===== config.mk =====
export PLATFORM = sky130hd
export DESIGN_NAME = uart_img_streamer
export DESIGN_NICKNAME = d
export VERILOG_FILES = /design/src/rtl/uart_img_streamer.sv
export SDC_FILE = /design/constraint.sdc
export NUM_CORES = 1
export LEC_CHECK = 0
export BUFFER_PORTS_ARGS = -buffer_cell sky130_fd_sc_hd__buf_4
export CORE_ASPECT_RATIO = 0.5
export CORE_MARGIN = 10
export CORE_UTILIZATION = 55
export CTS_BUF_LIST = sky130_fd_sc_hd__clkbuf_16
export DETAILED_ROUTE_END_ITERATION = 10
export PLACE_DENSITY = 0.77
export SLEW_MARGIN = 10
export SYNTH_ARGS = -nofsm -noshare
export SYNTH_HDL_FRONTEND = slang
export SYNTH_SLANG_ARGS = --single-unit
export TNS_END_PERCENT = 50

===== constraint.sdc =====
create_clock -name clk -period 2.55 [get_ports clk]
set_input_delay 0.51 -clock clk [delete_from_list [all_inputs] [get_ports clk]]
set_output_delay 0.51 -clock clk [all_outputs]
set_load 0.03 [all_outputs]

===== src/rtl/uart_img_streamer.sv =====
// Streams a byte image from a sync-read memory into a UART TX port, with optional header framing.
// Define UART_IMG_STREAMER_CSUM_EN to append a two's-complement checksum trailer after the payload.
module uart_img_streamer #(
   parameter int unsigned ADDR_W   = 16,
   parameter int unsigned LEN_W    = 16,
   parameter int unsigned HDR_MODE = 0
) (
   input  logic              clk,
   input  logic              rst,
   input  logic              start,
   input  logic [ADDR_W-1:0] start_addr,
   input  logic [LEN_W-1:0]  len,
   input  logic              abort,
   output logic              mem_rd_en,
   output logic [ADDR_W-1:0] mem_addr,
   input  logic [7:0]        mem_rd_data,
   output logic              tx_valid,
   output logic [7:0]        tx_data,
   input  logic              tx_busy,
   output logic              busy,
   output logic [LEN_W-1:0]  byte_cnt,
   output logic              done,
   output logic              aborted
);

   typedef enum logic [2:0] {
      StIdle, StHdr, StFetch, StWait, StSend, StGap, StCsum, StDone
   } state_e;

   state_e            state_q, state_d;
   logic [ADDR_W-1:0] addr_q, addr_d;
   logic [LEN_W-1:0]  len_q, len_d;
   logic [LEN_W-1:0]  cnt_q, cnt_d;
   logic [7:0]        byte_q, byte_d;
   logic [7:0]        tx_data_q, tx_data_d;
   logic [1:0]        hdr_idx_q, hdr_idx_d;
   logic              payload_q, payload_d;
   logic              tx_valid_q, tx_valid_d;
   logic              done_q, done_d;
   logic              aborted_q, aborted_d;
   logic [15:0]       len16;
   logic [7:0]        hdr_byte;
`ifdef UART_IMG_STREAMER_CSUM_EN
   logic [7:0]        sum_q, sum_d;
   logic              csum_sent_q, csum_sent_d;
`endif

   assign len16 = 16'(len_q);

   always_comb begin
      case (hdr_idx_q)
         2'd0:    hdr_byte = 8'hA5;
         2'd1:    hdr_byte = len16[7:0];
         default: hdr_byte = len16[15:8];
      endcase
   end

   always_comb begin
      state_d    = state_q;
      addr_d     = addr_q;
      len_d      = len_q;
      cnt_d      = cnt_q;
      byte_d     = byte_q;
      tx_data_d  = tx_data_q;
      hdr_idx_d  = hdr_idx_q;
      payload_d  = payload_q;
      tx_valid_d = 1'b0;
      done_d     = 1'b0;
      aborted_d  = 1'b0;
      mem_rd_en  = 1'b0;
      mem_addr   = '0;
`ifdef UART_IMG_STREAMER_CSUM_EN
      sum_d       = sum_q;
      csum_sent_d = csum_sent_q;
`endif
      unique case (state_q)
         StIdle: begin
            if (start) begin
               len_d     = len;
               addr_d    = start_addr;
               cnt_d     = '0;
               hdr_idx_d = '0;
`ifdef UART_IMG_STREAMER_CSUM_EN
               sum_d       = '0;
               csum_sent_d = 1'b0;
`endif
               if (HDR_MODE != 0) begin
                  state_d = StHdr;
               end else if (len == '0) begin
`ifdef UART_IMG_STREAMER_CSUM_EN
                  state_d = StCsum;
`else
                  state_d = StDone;
`endif
               end else begin
                  state_d = StFetch;
               end
            end
         end
         StHdr: begin
            byte_d    = hdr_byte;
            hdr_idx_d = hdr_idx_q + 2'd1;
            payload_d = 1'b0;
            state_d   = StSend;
         end
         StFetch: begin
            mem_rd_en = 1'b1;
            mem_addr  = addr_q;
            state_d   = StWait;
         end
         StWait: begin
            byte_d    = mem_rd_data;
            payload_d = 1'b1;
            state_d   = StSend;
         end
         StSend: begin
            if (!tx_busy) begin
               tx_valid_d = 1'b1;
               tx_data_d  = byte_q;
               if (payload_q) begin
                  cnt_d  = cnt_q + 1'b1;
                  addr_d = addr_q + 1'b1;
`ifdef UART_IMG_STREAMER_CSUM_EN
                  sum_d  = sum_q + byte_q;
`endif
               end
               state_d = StGap;
            end
         end
         StGap: begin
            if ((HDR_MODE != 0) && (hdr_idx_q < 2'd3)) begin
               state_d = StHdr;
            end else if (cnt_q < len_q) begin
               state_d = StFetch;
`ifdef UART_IMG_STREAMER_CSUM_EN
            end else if (!csum_sent_q) begin
               state_d = StCsum;
`endif
            end else begin
               state_d = StDone;
            end
         end
         StCsum: begin
`ifdef UART_IMG_STREAMER_CSUM_EN
            byte_d      = 8'd0 - sum_q;
            csum_sent_d = 1'b1;
`endif
            payload_d = 1'b0;
            state_d   = StSend;
         end
         StDone: begin
            done_d  = 1'b1;
            state_d = StIdle;
         end
         default: state_d = StIdle;
      endcase

      // Abort wins over any pending send; a strobe already on the wire ends by itself.
      if (abort && (state_q != StIdle)) begin
         state_d    = StIdle;
         aborted_d  = 1'b1;
         done_d     = 1'b0;
         tx_valid_d = 1'b0;
         tx_data_d  = tx_data_q;
         cnt_d      = cnt_q;
         addr_d     = addr_q;
      end
   end

   always_ff @(posedge clk or posedge rst) begin
      if (rst) begin
         state_q    <= StIdle;
         addr_q     <= '0;
         len_q      <= '0;
         cnt_q      <= '0;
         byte_q     <= '0;
         tx_data_q  <= '0;
         hdr_idx_q  <= '0;
         payload_q  <= 1'b0;
         tx_valid_q <= 1'b0;
         done_q     <= 1'b0;
         aborted_q  <= 1'b0;
`ifdef UART_IMG_STREAMER_CSUM_EN
         sum_q       <= '0;
         csum_sent_q <= 1'b0;
`endif
      end else begin
         state_q    <= state_d;
         addr_q     <= addr_d;
         len_q      <= len_d;
         cnt_q      <= cnt_d;
         byte_q     <= byte_d;
         tx_data_q  <= tx_data_d;
         hdr_idx_q  <= hdr_idx_d;
         payload_q  <= payload_d;
         tx_valid_q <= tx_valid_d;
         done_q     <= done_d;
         aborted_q  <= aborted_d;
`ifdef UART_IMG_STREAMER_CSUM_EN
         sum_q       <= sum_d;
         csum_sent_q <= csum_sent_d;
`endif
      end
   end

   assign tx_valid = tx_valid_q;
   assign tx_data  = tx_data_q;
   assign busy     = (state_q != StIdle);
   assign byte_cnt = cnt_q;
   assign done     = done_q;
   assign aborted  = aborted_q;

endmodule


==> results.sh <==
export IMPL_cts_tree="yes"
export IMPL_nFillCells=588
export IMPL_core_rowCount=22
export IMPL_fin_nets=614
export IMPL_status="finished clean"
export IMPL_max_stage_delay_ns=0.55
export IMPL_syn_area_um2=4165
export IMPL_cp_common_cell="buf_4"
export IMPL_drt_initial_drc_count=190
export IMPL_syn_nets=532
export IMPL_crit_path_end_kind="primary output"
export IMPL_io_buffers=89
export IMPL_die_area_um2=11670
export IMPL_syn_inst=468
export IMPL_grt_max_degree=43
export IMPL_worst_pin_slew_ns=0.6261
export IMPL_cts_root_buf="clkbuf_16"
export IMPL_post_cts_buffers=0
export IMPL_yosysWarnings=0
export IMPL_wl_um=11170
export IMPL_finalClockSkew_ns=0.007105
export IMPL_async_flop_share_pct=100.0
export IMPL_num_io_pins=90
export IMPL_post_route_drc_count=0
export IMPL_hp_class="input pin to asynchronous set/reset pin"
export IMPL_dpl_hpwl_um=8098
export IMPL_gp_congestion=0.8549
export IMPL_rsz0062_at_grt="no"
export IMPL_maxCapViolCount=0
export IMPL_ys_seq_area_share_pct=43.86
export IMPL_finalCritPeriodShare_pct=87.84
export IMPL_ant_nets=0
export IMPL_cp_required_ns=2.04
export IMPL_chipWidth_um=143.1
export IMPL_maxSlewHeadroom_pct=58.26
export IMPL_clk_latency_ns=0.34
export IMPL_cts_made_buffers=9
export IMPL_antenna_found_initial=0
export IMPL_path_cells="nor3b_2 -> buf_4 -> inv_1 -> nor2_1 -> buf_4"
export IMPL_cp_max_fo=17
export IMPL_ctsHoldBuffers=0
export IMPL_area_delta_synth_final_pct=26.13
export IMPL_max_freq_mhz=446.5
export IMPL_core_area_um2=7350
export IMPL_setup_worst_path_class="flip-flop to primary output"
export IMPL_avgRoutedWirePerCell_um=17.15
export IMPL_crit_path_start_kind="flip-flop"
export IMPL_final_area_um2=5254
export IMPL_initial_utilization_pct=56.67
export IMPL_critPathSlowestCell="dfrtp_1"
export IMPL_htree_levels=3
export IMPL_finalHoldViolCount=0
export IMPL_antenna_cells=0
export IMPL_via_per_inst=5.826
export IMPL_post_cts_resized=0
export IMPL_ys_ff_latch=73
export IMPL_place_area_um2=4942
export IMPL_overflow=0
export IMPL_avgSynthCellArea_um2=8.900
export IMPL_final_common_cell="buf_4"
export IMPL_grt_pass1_vias=3655
export IMPL_synth_edf_count=0
export IMPL_clk_pin_slew_ns=0.06
export IMPL_fp_dieH_um=81.54
export IMPL_cts_num_sinks=73
export IMPL_p_leak_uw=0.002435
export IMPL_fin_crit_ns=2.240
export IMPL_final_cell_mix="buf_4 (99), dfrtp_1 (73), nand2_1 (54)"
export IMPL_grtUsageTotal_pct=19.43
export IMPL_vias=3793
export IMPL_ys_flop_type="dfrtp_1"
export IMPL_r2r_worst_path_cells=4
export IMPL_setup_viol=0
export IMPL_r2r_setup_slack_ns=0.45
export IMPL_path_buf_inv=3
export IMPL_drive_above_1_share_pct=24.68
export IMPL_slew_violations=0
export IMPL_grt_pass1_wl_um=18060
export IMPL_path_depth=5
export IMPL_cp_data_arrival_time_ns=1.73
export IMPL_synth_cell_type_count=50
export IMPL_ir_drop_mv=0.6227
export IMPL_clockBufferDepth=2
export IMPL_first_pass_iters=5
export IMPL_tns_ns=0
export IMPL_pwr_density_cell_nw_per_um2=1088
export IMPL_crit_family="flip-flops"
synthesized netlist by cell type (all sizes together), types with 2 or more instances:
cell type | count | share of area, %
nor2 | 16 | 1.5
xor2 | 3 | 0.63
nand2b | 8 | 1.2
or3b | 5 | 1.1
a211oi | 4 | 0.72
and3 | 7 | 1.1
mux2i | 4 | 0.96
nand2 | 54 | 4.9
a21oi | 48 | 5.8
inv | 27 | 2.4
clkbuf | 12 | 1.1
a221oi | 2 | 0.42
or3 | 11 | 1.7
and2 | 17 | 2.6
nand3 | 12 | 1.4
o211ai | 3 | 0.66
mux2 | 9 | 2.4
nor4 | 6 | 0.90
nand4 | 12 | 1.8
o21ai | 48 | 5.8
a2bb2oi | 6 | 1.3
nor2b | 5 | 0.75
nor3b | 3 | 0.66
a31oi | 3 | 0.45
o22ai | 9 | 1.4
o2111ai | 2 | 0.42
o31ai | 2 | 0.36
a311oi | 2 | 0.42
and4 | 4 | 0.84
buf | 18 | 2.1
dfrtp | 73 | 44
and4bb | 2 | 0.60
ha | 19 | 5.7
nor3 | 2 | 0.24
registers in the layout (all words and copies together) (netlist names):
signal,flops
aborted,1
addr_q,16
byte_cnt,16
byte_q,8
done,1
hdr_idx_q,2
len16,16
payload_q,1
state_q,3
tx_data,8
tx_valid,1
kinds of logic after synthesis:
logic type | after synthesis | share of synthesized area, %
simple gates | 166 | 21.57
compound gates | 136 | 18.98
flops | 73 | 43.86
buf+inv | 57 | 5.647
fa+ha+maj | 19 | 5.707
mux | 13 | 3.395
xor+xnor | 4 | 0.8412
metrics by stage:
stage / setup WS (ns) / hold slack, ns / instances / power, uW / util (%)
floorplan: 0.1742 / 0.4460 / 468 / 3573 / -
global placement: 0.5216 / 0.4621 / 635 / 4318 / 67.25
detailed placement: 0.4937 / 0.4711 / 635 / 4380 / 67.25
CTS: 0.2904 / 0.2619 / 651 / 5740 / 71.48
global route: 0.1869 / 0.2855 / 651 / 6117 / 71.48
finish: 0.3101 / 0.2391 / 651 / 5715 / 71.48
report_power, final:
part / leakage, uW / internal, uW / switching, uW
Clock: 0.000158 / 847 / 491
Sequential: 0.000924 / 1570 / 366
Combinational: 0.00135 / 981 / 1460
cell type report:
class,count,area (um^2),share of cell area [%]
clock buffers,9,225.2,4.287
inverters,27,101.3,1.929
multi-input cells,338,2111,40.18
clock inverters,7,86.33,1.643
well taps,96,120.1,2.286
repair buffers,101,783.3,14.91
flip-flops and latches,73,1827,34.77
path summary, 6_finish.rpt:
| kind | endpoint | from |
|---|---|---|
| min in group clk | len16[10] | len[10] |
| max | mem_addr[15] | state_q[0] |
| min | tx_data[4] | rst |
| max reg2reg | tx_data[4] | state_q[0] |
| min reg2reg | byte_q[3] | byte_q[3] |
| max in group asynchronous | byte_cnt[9] | rst |
worst register-to-register path: cells and delay by family, from the launching register on:
family / cells / cell delay [ns]
simple gates: 3 / 1.10
flops: 1 / 0.55
mux: 1 / 0.35
per-layer routing:
metal,up-vias,global-route usage [%],share of wire [%]
li1,1841,-,-
met1,1837,24.71,44
met2,102,31.09,47
met3,13,6.678,7.8
met4,0,5.726,1.1
met5,-,0,0
Note: power is estimated with default switching activity, not from simulation.
